[config.mk]
export PLATFORM = sky130hd
export DESIGN_NAME = i2c_target_reg16
export DESIGN_NICKNAME = d
export VERILOG_FILES = /design/src/rtl/i2c_target_reg16.sv
export SDC_FILE = /design/constraint.sdc
export NUM_CORES = 1
export LEC_CHECK = 0
export BUFFER_PORTS_ARGS = -buffer_cell sky130_fd_sc_hd__buf_2
export CORE_MARGIN = 5
export CORE_UTILIZATION = 40
export DETAILED_ROUTE_END_ITERATION = 10
export PLACE_DENSITY = 0.62
export SETUP_SLACK_MARGIN = 0.02
export SLEW_MARGIN = 20
export SYNTH_ARGS = -nofsm -noshare
export SYNTH_HDL_FRONTEND = slang
export SYNTH_SLANG_ARGS = --single-unit
export TNS_END_PERCENT = 10
[constraint.sdc]
create_clock -name clk -period 1.7 [get_ports clk]
set_clock_uncertainty 0.1 [all_clocks]
set_input_delay 0.425 -clock clk [delete_from_list [all_inputs] [get_ports clk]]
set_output_delay 0.425 -clock clk [all_outputs]
set_load 0.01 [all_outputs]
[src/rtl/i2c_target_reg16.sv]
`default_nettype none
// ============================================================================
//  Module   : i2c_target_reg16
//  Purpose  : I2C target engine with 7-bit chip address, 8-bit register
//             address and 16-bit data words. Writes are handed to an external
//             register file by a one-cycle strobe; reads fetch a word from it
//             and shift it out MSB first. Register address auto-increments.
//  Ports    : clk, reset          - system clock, synchronous active-high reset
//             enable              - 1 = take part in bus traffic
//             chip_id             - own 7-bit target address (0 = never match)
//             sda_in, scl_in      - bus levels
//             sda_out/sda_oen     - open-drain SDA driver (oen=0 pulls low)
//             scl_out/scl_oen     - SCL driver, permanently released
//             reg_addr            - current register address
//             write_en, data_out  - write strobe and write word
//             read_req, data_in   - read strobe; data_in sampled one clk later
//             busy, done          - addressed flag, end-of-transaction pulse
//  Revision : 1.0 - initial release
// ============================================================================
module i2c_target_reg16 #(
   parameter int FILTER_LEN = 3,
   parameter int DATA_BYTES = 2
) (
   input  logic                    clk,
   input  logic                    reset,
   input  logic                    enable,
   input  logic [6:0]              chip_id,
   input  logic                    sda_in,
   input  logic                    scl_in,
   output logic                    sda_out,
   output logic                    sda_oen,
   output logic                    scl_out,
   output logic                    scl_oen,
   output logic [7:0]              reg_addr,
   output logic                    write_en,
   output logic [8*DATA_BYTES-1:0] data_out,
   output logic                    read_req,
   input  logic [8*DATA_BYTES-1:0] data_in,
   output logic                    busy,
   output logic                    done
);

   localparam int WORD_W = 8 * DATA_BYTES;

   typedef enum logic [3:0] {
      S_IDLE, S_ADDR, S_ADDR_ACK, S_REG, S_REG_ACK,
      S_WDATA, S_WDATA_ACK, S_RDATA, S_RDATA_ACK, S_WAIT_STOP
   } state_t;

   // ---------------------------------------------------------------
   // Input conditioning: bit 0 = SCL, bit 1 = SDA
   // ---------------------------------------------------------------
   logic [1:0] raw_w;
   logic [1:0] filt_w;
   logic [1:0] filt_prev_q;

   assign raw_w = {sda_in, scl_in};

   generate
      for (genvar gi = 0; gi < 2; gi++) begin : g_cond
         logic [1:0]            sync_q;
         logic [FILTER_LEN-1:0] hist_q;
         logic                  lvl_q;
         always_ff @(posedge clk) begin
            if (reset) begin
               sync_q <= 2'b11;
               hist_q <= '1;
               lvl_q  <= 1'b1;
            end else begin
               sync_q <= {sync_q[0], raw_w[gi]};
               hist_q <= FILTER_LEN'({hist_q, sync_q[1]});
               // Level only moves once the whole history window agrees
               if (&hist_q)
                  lvl_q <= 1'b1;
               else if (~|hist_q)
                  lvl_q <= 1'b0;
            end
         end
         assign filt_w[gi] = lvl_q;
      end
   endgenerate

   logic scl_rise_w, scl_fall_w, start_w, stop_w;
   assign scl_rise_w =  filt_w[0] & ~filt_prev_q[0];
   assign scl_fall_w = ~filt_w[0] &  filt_prev_q[0];
   assign start_w    = ~filt_w[1] &  filt_prev_q[1] & filt_w[0] & filt_prev_q[0];
   assign stop_w     =  filt_w[1] & ~filt_prev_q[1] & filt_w[0] & filt_prev_q[0];

   // ---------------------------------------------------------------
   // Protocol FSM
   // ---------------------------------------------------------------
   state_t              state_q, state_d;
   logic [3:0]          bitcnt_q, bitcnt_d;
   logic [WORD_W-1:0]   rx_q, rx_d;
   logic [WORD_W-1:0]   tx_q, tx_d;
   logic                byte_q, byte_d;     // 0 = MSB byte, 1 = LSB byte
   logic                mack_q, mack_d;     // master ACK seen on last read byte
   logic                oen_q, oen_d;
   logic [7:0]          reg_addr_q, reg_addr_d;
   logic [WORD_W-1:0]   data_out_q, data_out_d;
   logic                write_en_q, write_en_d;
   logic                read_req_q, read_req_d;
   logic                load_q, load_d;
   logic                busy_q, busy_d;
   logic                done_q, done_d;
   logic                addr_hit_w;

   assign addr_hit_w = (rx_q[7:1] == chip_id) && (chip_id != 7'd0);

   always_comb begin
      state_d    = state_q;
      bitcnt_d   = bitcnt_q;
      rx_d       = rx_q;
      tx_d       = tx_q;
      byte_d     = byte_q;
      mack_d     = mack_q;
      oen_d      = oen_q;
      reg_addr_d = reg_addr_q;
      data_out_d = data_out_q;
      busy_d     = busy_q;
      write_en_d = 1'b0;
      read_req_d = 1'b0;
      done_d     = 1'b0;
      // Read data arrives one clk after the request
      load_d     = read_req_q;

      if (write_en_q)
         reg_addr_d = reg_addr_q + 8'd1;
      if (load_q)
         tx_d = data_in;

      if (!enable) begin
         state_d    = S_IDLE;
         oen_d      = 1'b1;
         busy_d     = 1'b0;
         bitcnt_d   = 4'd0;
         data_out_d = '0;
         load_d     = 1'b0;
      end else if (stop_w) begin
         state_d = S_IDLE;
         oen_d   = 1'b1;
         done_d  = busy_q;
         busy_d  = 1'b0;
      end else if (start_w) begin
         state_d  = S_ADDR;
         oen_d    = 1'b1;
         bitcnt_d = 4'd0;
         byte_d   = 1'b0;
      end else begin
         case (state_q)
            S_ADDR, S_REG, S_WDATA: begin
               if (scl_rise_w) begin
                  rx_d     = {rx_q[WORD_W-2:0], filt_w[1]};
                  bitcnt_d = bitcnt_q + 4'd1;
               end
               // ACK is decided on the falling edge after the 8th bit
               if (scl_fall_w && bitcnt_q == 4'd8) begin
                  oen_d = 1'b0;
                  case (state_q)
                     S_ADDR: begin
                        if (addr_hit_w) begin
                           state_d    = S_ADDR_ACK;
                           busy_d     = 1'b1;
                           read_req_d = rx_q[0];
                        end else begin
                           state_d = S_WAIT_STOP;
                           oen_d   = 1'b1;
                        end
                     end
                     S_REG: begin
                        state_d    = S_REG_ACK;
                        reg_addr_d = rx_q[7:0];
                     end
                     default: state_d = S_WDATA_ACK;
                  endcase
               end
            end
            S_ADDR_ACK: begin
               if (scl_fall_w) begin
                  bitcnt_d = 4'd0;
                  byte_d   = 1'b0;
                  if (rx_q[0]) begin
                     state_d = S_RDATA;
                     oen_d   = tx_q[WORD_W-1];
                     tx_d    = {tx_q[WORD_W-2:0], 1'b0};
                  end else begin
                     state_d = S_REG;
                     oen_d   = 1'b1;
                  end
               end
            end
            S_REG_ACK: begin
               if (scl_fall_w) begin
                  state_d  = S_WDATA;
                  oen_d    = 1'b1;
                  bitcnt_d = 4'd0;
                  byte_d   = 1'b0;
               end
            end
            S_WDATA_ACK: begin
               if (scl_fall_w) begin
                  state_d  = S_WDATA;
                  oen_d    = 1'b1;
                  bitcnt_d = 4'd0;
                  byte_d   = ~byte_q;
                  if (byte_q) begin
                     write_en_d = 1'b1;
                     data_out_d = rx_q;
                  end
               end
            end
            S_RDATA: begin
               if (scl_rise_w)
                  bitcnt_d = bitcnt_q + 4'd1;
               if (scl_fall_w) begin
                  if (bitcnt_q == 4'd8) begin
                     state_d  = S_RDATA_ACK;
                     oen_d    = 1'b1;
                     bitcnt_d = 4'd0;
                  end else begin
                     oen_d = tx_q[WORD_W-1];
                     tx_d  = {tx_q[WORD_W-2:0], 1'b0};
                  end
               end
            end
            S_RDATA_ACK: begin
               // Fetch the next word already at the ACK rise so it is
               // loaded before the first bit has to be driven.
               if (scl_rise_w) begin
                  mack_d = ~filt_w[1];
                  if (!filt_w[1] && byte_q) begin
                     reg_addr_d = reg_addr_q + 8'd1;
                     read_req_d = 1'b1;
                  end
               end
               if (scl_fall_w) begin
                  if (!mack_q) begin
                     state_d = S_WAIT_STOP;
                     oen_d   = 1'b1;
                  end else begin
                     state_d = S_RDATA;
                     byte_d  = ~byte_q;
                     oen_d   = tx_q[WORD_W-1];
                     tx_d    = {tx_q[WORD_W-2:0], 1'b0};
                  end
               end
            end
            default: ;
         endcase
      end
   end

   always_ff @(posedge clk) begin
      if (reset) begin
         filt_prev_q <= 2'b11;
         state_q     <= S_IDLE;
         bitcnt_q    <= 4'd0;
         rx_q        <= '0;
         tx_q        <= '0;
         byte_q      <= 1'b0;
         mack_q      <= 1'b0;
         oen_q       <= 1'b1;
         reg_addr_q  <= 8'd0;
         data_out_q  <= '0;
         write_en_q  <= 1'b0;
         read_req_q  <= 1'b0;
         load_q      <= 1'b0;
         busy_q      <= 1'b0;
         done_q      <= 1'b0;
      end else begin
         filt_prev_q <= filt_w;
         state_q     <= state_d;
         bitcnt_q    <= bitcnt_d;
         rx_q        <= rx_d;
         tx_q        <= tx_d;
         byte_q      <= byte_d;
         mack_q      <= mack_d;
         oen_q       <= oen_d;
         reg_addr_q  <= reg_addr_d;
         data_out_q  <= data_out_d;
         write_en_q  <= write_en_d;
         read_req_q  <= read_req_d;
         load_q      <= load_d;
         busy_q      <= busy_d;
         done_q      <= done_d;
      end
   end

   assign sda_out  = 1'b0;
   assign sda_oen  = oen_q;
   assign scl_out  = 1'b0;
   assign scl_oen  = 1'b1;
   assign reg_addr = reg_addr_q;
   assign write_en = write_en_q;
   assign data_out = data_out_q;
   assign read_req = read_req_q;
   assign busy     = busy_q;
   assign done     = done_q;

endmodule
`default_nettype wire

# Word level (Yosys, flattened, before mapping)
# Index checks and enable logic that the tools add are counted.
# op_classes
eq_ne	26
bitwise_logic	18
reduce_logical	33
muxes	62
n_addsub	2
# ops
op	count
$mux 16	10
$mux 8	8
$mux 4	13
$pmux 16 s3	1
$mux 1	22
$ne 3x3->1 const B	7
$reduce_and 7->1	3
$pmux 4 s5	1
$reduce_and 5->1	4
$reduce_or 3->1	6
$eq 4x3->1 const B	4
$pmux 8 s2	1
$pmux 4 s3	1
$ne 2x2->1 const B	5
$not 1->1	10
$reduce_or 2->1	5
$ne 3x1->1 const B	3
$reduce_and 3->1	3
$add 8x1->8 const B	1
$and 1x1->1	8
$eq 4x2->1 const B	2
$eq 4x4->1 const B	2
$pmux 4 s2	1
$reduce_bool 4->1	2
other kinds (16)	18
# totals
output_inout_bits	32
regBits	86
word_cells	163
input_bits	28

# Logic depth before layout (Yosys ltp)
# Gate-level depths: netlist of the first run.
# depth
word_depth	8
mapped_depth	8
ltp_nobuf	7

# Worst setup path before layout of the first run
# OpenSTA, ideal clock, no wires.
# synth_timing
path_kind	reg-to-reg
startpoint	reg state_q[2]
endpoint	reg tx_q[12]
setup_time_ns	0.146
setup_slack_ns	-0.165
required_ns	1.454
n_path_buf	3
t_arrival_ns	1.619
stages_incl_launch_ff	9
synth_period_minus_slack_ns	1.865
path_cell_list	dfxtp_1 buf_6 or4b_1 buf_2 o21ai_2 o2111ai_4 buf_2 nor2_1 a211oi_2
# synth_between
elab_chain_len	5
word_cells_on_any_way	7
cone_classes	eq/ne (3); mux (4)
# synth_rtl
element	line_no	source
start: declaration	92	state_t state_q, state_d;
start signal: assignment	272	state_q <= state_d;
$eq 4x4->1, or another cell as far along	150	case (state_q)
$pmux 16 s3 *	150	
$mux 16 *	144	end else if (start_w) begin
$mux 16 *	139	end else if (stop_w) begin
$mux 16 *	132	if (!enable) begin
end signal: assignment	275	tx_q <= tx_d;
end: declaration	95	logic [WORD_W-1:0] tx_q, tx_d;
# Mark *: on every way between the ends. The rest lies on a longest branch, timed or not.
# A chain may end at the register's enable or synchronous reset.

# Worst setup path in the final report of the first run
# layout_timing
startpoint	reg bitcnt_q[1]
endpoint	reg reg_addr_q[0] (netlist: reg_addr[0])
# layout_between
elab_chain_len	7
# layout_rtl
element	line_no	source
start: declaration	93	logic [3:0] bitcnt_q, bitcnt_d;
start signal: assignment	273	bitcnt_q <= bitcnt_d;
$eq 4x4->1	157	if (scl_fall_w && bitcnt_q == 4'd8) begin
$logic_and 1x1->1	157	
$mux 8	157	
$pmux 8 s2	150	
$mux 8	144	
$mux 8	139	
$mux 8	132	
end signal: assignment	279	reg_addr_q <= reg_addr_d;
end: declaration	99	logic [7:0] reg_addr_q, reg_addr_d;
# No other way between the ends.

==> results of run 1 <==
-- final timing paths --
check	slack [ns]	from	cells past startpoint	to
min	0.14	sda_in	2	g_cond[1].sync_q[0]
min reg2reg	0.32	g_cond[0].sync_q[1]	1	g_cond[0].hist_q[0]
max reg2reg	-0.18	bitcnt_q[1]	8	reg_addr[0]
max	-0.18	bitcnt_q[1]	8	reg_addr[0]
-- cells in the mapped netlist, types with 3 or more instances --
library cell   n  area, um2
nor4_1         3      18.77
ha_1           3      37.54
o211ai_1       3      22.52
o21ai_0       12      60.06
o221ai_1       3      26.28
a21oi_1       31      155.2
buf_2         11      55.05
buf_4          4      30.03
clkbuf_1      14      52.55
or2_2         13      81.33
and3_1         4      25.02
dfxtp_1       86       1722
xor2_1        12      105.1
nand4b_1       3      26.28
nand3b_1       5      37.54
a221oi_1       3      26.28
a22oi_1        3      22.52
mux2i_1       33      330.3
nand4_1        4      25.02
nor2_1        58      217.7
nor3_1         7      35.03
nor2b_1        5      31.28
o311ai_1       3      26.28
nand2_1       54      202.7
buf_6          4      45.04
a211oi_2      15      187.7
o21a_1         3      22.52
a211oi_1       3      22.52
nand2b_1       7      43.79
inv_1          8      30.03
xnor2_1        6      52.55
nand3_1        7      35.03
-- flip-flops by register name (all words and copies together) (netlist names) --
register / cells
data_out: 16
rx_q: 16
tx_q: 16
reg_addr: 8
g_cond.hist_q: 6
bitcnt_q: 4
g_cond.sync_q: 4
state_q: 4
filt_prev_q: 2
g_cond.lvl_q: 2
busy: 1
byte_q: 1
done: 1
load_q: 1
mack_q: 1
read_req: 1
sda_oen: 1
write_en: 1
-- metrics by stage --
step                setup slack, ns  power (mW)
global placement            -0.2213       2.205
detailed placement          -0.3214       2.210
floorplan                   -0.1116       2.135
global route                -0.2219       3.897
CTS                         -0.1440       3.797
finish                      -0.1756       3.759
-- layout by cell type (no fill, tap or decap), types with 3 or more instances in the layout --
cell type | synthesis | layout
buf_4 | 4 | 79
dfxtp_1 | 86 | 77
buf_2 | 11 | 56
nand2_1 | 54 | 50
nor2_1 | 58 | 39
mux2i_1 | 33 | 32
a21oi_1 | 31 | 26
nor2_2 | 0 | 17
a211oi_2 | 15 | 17
or2_2 | 13 | 12
o21ai_0 | 12 | 11
xor2_1 | 12 | 11
clkbuf_8 | 0 | 10
nand3_1 | 7 | 7
nor3_1 | 7 | 7
dfxtp_2 | 0 | 7
inv_1 | 8 | 6
nand2b_1 | 7 | 6
a21oi_2 | 0 | 5
xnor2_1 | 6 | 5
nand3b_1 | 5 | 5
buf_12 | 0 | 5
nand4_1 | 4 | 4
nor2b_1 | 5 | 4
nand2_2 | 0 | 4
buf_6 | 4 | 4
o21a_1 | 3 | 3
nand4b_1 | 3 | 3
o221ai_1 | 3 | 3
nor2_4 | 1 | 3
and3_1 | 4 | 3
o311ai_2 | 0 | 3
o211ai_1 | 3 | 3
conb_1 | 2 | 3
-- cells by family after synthesis --
logic type / after synthesis / share of synthesized area (%)
xor+xnor: 18 / 3.732
other cells: 2 / 0.1778
flops: 86 / 40.76
mux: 34 / 8.087
fa+ha+maj: 3 / 0.8887
buf+inv: 41 / 5.035
compound gates: 103 / 18.75
simple gates: 188 / 22.57
-- power by group --
part	switching, mW	internal, mW	leakage [nW]	total, mW
clock	0.719	0.871	0.113	1.59
combinational	0.0846	0.0635	1.38	0.148
sequential	0.00391	2.02	0.696	2.02
total	0.808	2.95	2.19	3.76
-- metal layers --
| layer | track usage (%) | wire (um) |
|---|---|---|
| met1 | 22.99 | 4939 |
| met2 | 28.71 | 5362 |
| met3 | 3.529 | 590 |
| met4 | 5.208 | 196 |
| met5 | 0 | 0 |
-- final cells by class --
cell class / instances / area share, %
clock buffers: 11 / 2.467
clock inverters: 5 / 1.441
inverters: 8 / 0.5239
multi-input cells: 349 / 44.51
flip-flops and latches: 86 / 30.32
well taps: 136 / 2.969
repair buffers: 144 / 17.77
-- critical path, stage by stage (launching register included) --
cell	delay, ns
dfxtp_2	0.33
inv_2	0.07
ha_4	0.13
and3b_2	0.27
a311oi_4	0.14
buf_4	0.18
o311ai_2	0.24
a22oi_1	0.12
a31o_1	0.20
-- timing repair --
| action | 4_1_cts | 5_1_grt |
|---|---|---|
| buffers inserted | 3 | 3 |
| hold buffers | 0 | 0 |
| resized for setup | 32 | 33 |
| pin swaps | 11 | 15 |
| endpoints found under the setup margin | 65 | 69 |
==> metrics, run 1 <==
Cell Count Post-Placement 717; gpl congestion 0.9140; Post-DP Area 5221 um2; Worst-Skew Late Latency 0.35 ns; Max Slew Vio Count 0; storage element area 1738 um2; Syn Std Cell Area about 4200 um2; Synth async-reset ratio 0%; worst hold path type in2reg; share of cells above drive strength 1 42.79%; Die X-Extent 112.8 um; IO Port Bufs 56; status complete, but fails checks; HPWL after detailed placement 8280 um; first-pass GRT wire length 18310 um; failing checks negative setup slack; number of synthesized flops with an enable pin 0; Layout area overhead 35.69%; die area 12710 um2; routed vias 3848; crit path max fanout 5; flops & latches, synth 86; Fin Setup TNS -1.885 ns; vias in the first global route 3766; DRT Pass-1 Iters 4; Rows 37; Fmax ~0.53 GHz; # DRC 0; CTS max path bufs 2; CP Class reg2reg; height of the chip 112.8 um; Final Critical Period roughly 1.9 ns; hold_ws 0.1439 ns; Seq/Total Area, Yosys just over 40%; unrepaired setup endpoints after global routing true; number of nets in the layout 629; Num CTS Buffers 9; DR WL/cell 15.00 um; IO Pins 60; Reg clk slew, reported paths 0.09 ns; Initial Utilization 40.92%; multi-input logic area 2551 um2; GRT overflow 0; final setup vio count 28; CTS sink cnt 86; largest net degree at the start of global routing 24; initial antenna violation count 0; synth unique cells 69; Antenna diodes 0; Worst Path Arrival 2.03 ns; Core Area 10320 um2; Leak 2.193 nW; Cell Pwr Density 655.8 nW/um2; Util after Layout 55.52%; CP Capture Type register; H-tree depth 3; cells after synthesis 475; Root Buffer clkbuf_8; fin area 5732 um2; Filler Cell Count between 900 and 1000; main flop type after synthesis dfxtp_1; CTS tree yes; final hold violation count 0; Max-cap violations 0; Req. time, crit path 1.85 ns; final std cells w/o fill 739; Via-to-Cell Ratio 5.207; Starting DRT DRC Count 262; final setup margin -0.1756 ns; DRT antenna net count 0; CP startpoint kind register; Post-Route WL 11090 um; yosys warns 0; worst vdd ir between 0.4 and 0.5 mV; synthesized area per cell 8.893 um2; gr usage total 17.41%; period utilization 110.3%
(Power assumes the default switching activity.)
==> inputs of run 2 (changes only) <==
- CORE_UTILIZATION: 40 -> 42
- PLACE_DENSITY: 0.62 -> 0.65
==> run 2 against run 1 <==
Compared with the run above:
- the flow still finishes with violations (negative setup slack)
- via count fell by 0.16%
- routed wire length is 2.8% higher
- worst setup slack lost 0.099 ns
- combinational power down 3%
- register-to-register slack got worse by 0.099 ns
- largest power group unchanged
==> metrics, run 2 (same netlist as run 1, synthesis figures left out) <==
height of the chip 110.3 um; worst vdd ir 0.5989 mV; # DRC 0; crit path max fanout 6; vias in the first global route ~3700; CP Class reg2reg; Layout area overhead 36.73%; Final Critical Period between 1.5 and 2 ns; final hold violation count 0; share of cells above drive strength 1 between 40 and 50%; IO Pins 60; CTS sink cnt 86; DR WL/cell around 15 um; hold_ws 0.1493 ns; Antenna diodes 0; final setup margin -0.2751 ns; unrepaired setup endpoints after global routing true; gpl congestion 0.8830; DRT antenna net count 0; Req. time, crit path approximately 1.9 ns; critical-path cell list buf_12 -> nor4b_4 -> buf_4 -> a22oi_2 -> o311ai_4 -> a22oi_1 -> a31o_1; Post-Route WL about 11000 um; Rows 36; first-pass GRT wire length 18420 um; Cell Pwr Density 633.9 nW/um2; CTS tree yes; Max Slew Vio Count 0; commonest non-fill, non-tap cells in the layout buf_4 (81), dfxtp_1 (80), buf_2 (56); status complete, but fails checks; final setup vio count 32; HPWL after detailed placement 8198 um; Num CTS Buffers 9; DRT Pass-1 Iters 4; CP startpoint kind register; failing checks negative setup slack; critical path's largest stage delay 0.35 ns; Reg clk slew, reported paths 0.09 ns; Die X-Extent 110.3 um; Hold-fix buffers, CTS 0; Initial Utilization 43.22%; Fin Setup TNS -3.969 ns; CTS max path bufs 2; largest net degree at the start of global routing 30; DP Worst Slack -0.4000 ns; Worst Path Arrival 2.13 ns; number of nets in the layout roughly 640; CP Capture Type register; Core Area 9774 um2; most common cell after layout, fill and taps aside buf_4; gr usage total 19.43%; worst hold path type in2reg; GRT overflow 0; routed vias 3842; Via-to-Cell Ratio 5.157; Max-cap violations 0; Starting DRT DRC Count 228; Fmax 0.5063 GHz; die area approximately 12000 um2; period utilization 116.2%; Worst-Skew Late Latency between 0.3 and 0.4 ns; initial antenna violation count 0; IO Port Bufs 56; Leak 2.226 nW; Power, Total 3.661 mW; H-tree depth 3; slowest CP cell dfxtp_2; Root Buffer clkbuf_8
## run 2: worst max-delay path: cells and delay by family (launching register included)
family                 cells  cell delay [ns]
buffers and inverters      2             0.31
AO/OA/AOI/OAI              4             0.84
AND/OR/NAND/NOR            1             0.27
flip-flops                 1             0.35
## run 2: what timing repair did
item,in CTS,in global routing
pin swaps,21,9
buffers inserted,8,2
resized for setup,40,14
gates cloned,2,0
setup endpoints to repair,57,68
## run 2: metrics by stage
step,instance area (um2),utilization [%],cells
2_1_floorplan,4300,-,476
3_3_place_gp,5248,53.69,718
3_5_place_dp,5248,53.69,718
4_1_cts,5692,58.23,743
5_1_grt,5776,59.09,745
6_report,5776,59.09,745
## run 2: worst paths after layout
| check | start | endpoint | slack, ns | cells past startpoint |
|---|---|---|---|---|
| worst min-delay path | sda_in | g_cond[1].sync_q[0] | 0.15 | 2 |
| worst max register to register | state_q[1] | reg_addr[0] | -0.28 | 7 |
| worst min register to register | g_cond[0].sync_q[0] | g_cond[0].sync_q[1] | 0.31 | 1 |
| worst max-delay path | state_q[1] | reg_addr[0] | -0.28 | 7 |
## run 2: area by class of cell
type	count	area, um2
clock buffers	10	137.6
clock inverters	6	68.82
fillers	875	3999
inverters	8	30.03
multi-input cells	349	2500
flip-flops and latches	86	1729
well taps	133	166.4
repair buffers	153	1144
## run 2: routing by layer
layer | GRT usage [%] | routed length, um | vias to the layer above
met2 | 31.24 | 5393 | 89
met1 | 25.93 | 5146 | 1788
met3 | 4.077 | 650 | 17
met4 | 6.596 | 212 | 0
met5 | 0 | 0 | -
li1 | - | - | 1948
## run 2: report_power, final
| part | switching, mW | internal [mW] | leakage (nW) |
|---|---|---|---|
| Combinational | 0.0838 | 0.0600 | 1.43 |
| Clock | 0.767 | 0.727 | 0.103 |
| Sequential | 0.00379 | 2.02 | 0.696 |
==> inputs of run 3 (changes only) <==
- PLACE_DENSITY: 0.65 -> unset
- PLACE_DENSITY_LB_ADDON: unset -> 0.25
==> run 3 against run 2 <==
Compared with the run above:
- the flow still finishes with violations (negative setup slack)
- routed wire length is 1.1% higher
- global-route usage is 0.081 points higher
- register-to-register slack better by 0.095 ns
- flip-flop and latch count stayed put
- combinational power hardly changed
- design area is 2.3% higher
- sequential share of layout area is 0.61 points lower
- final cell count is 0.40% higher
- highest routed layer unchanged
- clock power is 17% higher
- critical path type unchanged
==> metrics, run 3 (same netlist as run 1, synthesis figures left out) <==
Layout area overhead 39.87%; Post-Route WL between 10000 and 15000 um; final setup margin -0.1799 ns; initial antenna violation count 0; final setup vio count a little over 40; R2R depth 5; Leak 2.247 nW; routed vias between 3000 and 4000; DR WL/cell 15.41 um; critical path's largest stage delay approximately 0.59 ns; Hold-fix buffers, CTS 0; Rows 36; Filler Cell Count around 880; period utilization 110.6%; failing checks negative setup slack; Cell Pwr Density 661.2 nW/um2; CTS max path bufs 2; Final Critical Period around 1.9 ns; GRT overflow 0; slowest CP cell or4b_4; gpl congestion between 0.8 and 0.9; share of cells above drive strength 1 45.37%; Largest delay share family, worst path simple AND/OR/NAND/NOR gates; HPWL after detailed placement 8642 um; critical-path cell list or4b_4 -> o21ai_4 -> o2111ai_4 -> clkbuf_16 -> a211oi_4; Max Slew Vio Count 0; Worst Path Buf+Inv 1; die area 12160 um2; height of the chip roughly 110 um; Antenna diodes 0; Core Area 9774 um2; Num CTS Buffers 9; met2 Use GR 33.71%; largest net degree at the start of global routing 51; # DRC 0; Clk pwr share 44.6%; multi-input logic area 2608 um2; CP Capture Type register; storage element area 1733 um2; CP startpoint kind register; Reg2Reg Launch Point state_q[0]; GR peak layer met2; DRT Pass-1 Iters 5; Initial Utilization 43.22%; Slew @ Worst Pin roughly 0.50 ns; vias in the first global route 3841; Reg clk slew, reported paths 0.09 ns; worst hold path type in2reg; IO Pins 60; Util after Layout 60.45%; Root Buffer clkbuf_8; Seq pwr share 51.7%; gr usage total 19.51%; crit path max fanout 7; Via-to-Cell Ratio 5.186; Sw Pwr approximately 840 uW; IO Port Bufs 56; Req. time, crit path 1.88 ns; Power, Total between 3 and 4 mW; sw frac 21.60%; Worst-Skew Late Latency 0.36 ns; Worst Path Arrival 2.06 ns; most common cell after layout, fill and taps aside buf_4; Reg2Reg Setup Slack -0.18 ns; DRT antenna net count 0; Starting DRT DRC Count approximately 220; CP Class reg2reg; met3 Use GR 3.960%; Comb pwr share 3.7%; unrepaired setup endpoints after global routing true; r2r endpoint tx_q[1]; final hold violation count 0; P_int 3.062 mW; Hold Path Origin sda_in; Fmax around 0.53 GHz; CTS tree yes; hold-critical path depth 2; first-pass GRT wire length 18490 um; number of nets in the layout 641; Hold Crit Endpoint g_cond[1].sync_q[0]; CTS sink cnt 86; slew margin rel. 66.15%; DP Worst Slack -0.2841 ns; status complete, but fails checks; Max-cap violations 0; met1 GRT Util 23.93%; worst vdd ir between 0.3 and 0.4 mV; commonest non-fill, non-tap cells in the layout buf_4 (90), dfxtp_1 (79), buf_2 (56); H-tree depth 3; Die X-Extent 110.3 um
## run 3: worst max path at each step
stage                            from     endpoint  cells after the start
final                      state_q[0]      tx_q[1]                      5
after global routing       state_q[1]      tx_q[1]                      7
after detailed placement  bitcnt_q[0]  reg_addr[4]                      8
after global placement    bitcnt_q[1]  reg_addr[4]                      8
after floorplan            state_q[1]  reg_addr[0]                      6
after CTS                  state_q[0]  reg_addr[6]                      6
## run 3: what timing repair did
item	in CTS	in global routing
resized for setup	46	27
cloned	0	1
pin swaps	24	1
setup buffers	4	1
endpoints found under the setup margin	63	69
## run 3: area by class of cell
cell class	instances	area share [%]
Clock buffer	9	2.097
Clock inverter	7	2.054
Timing Repair Buffer	156	19.06
Tap cell	133	2.817
Inverter	8	0.5083
Sequential cell	86	29.33
Multi-Input combinational cell	349	44.13
## run 3: power groups by stage
stage	Combinational [mW]	Sequential, mW	Clock [mW]
floorplan	0.0634	2.07	0
global placement	0.135	2.07	0
detailed placement	0.139	2.07	0
CTS	0.144	2.02	1.79
global route	0.158	2.02	1.86
finish	0.145	2.02	1.74
## run 3: worst register-to-register path, stage by stage (launching register included)
cell,delay [ns]
dfxtp_4,0.37
or4b_4,0.60
o21ai_4,0.10
o2111ai_4,0.20
clkbuf_16,0.23
a211oi_4,0.20
## run 3: stage by stage
stage,instance area [um2],hold slack [ns],setup TNS (ns),instances
after floorplan,4300,0.2895,-2.625,476
after global placement,5328,0.2932,-6.338,727
after detailed placement,5328,0.2985,-7.915,727
after CTS,5776,0.1233,-3.307,747
after global routing,5908,0.1373,-6.902,748
final,5908,0.1436,-3.411,748
## run 3: per-layer routing
layer,vias up,part of all wire (%)
met1,1828,44
met5,-,0
met2,88,50
li1,1943,-
met3,20,4.6
met4,0,2.1
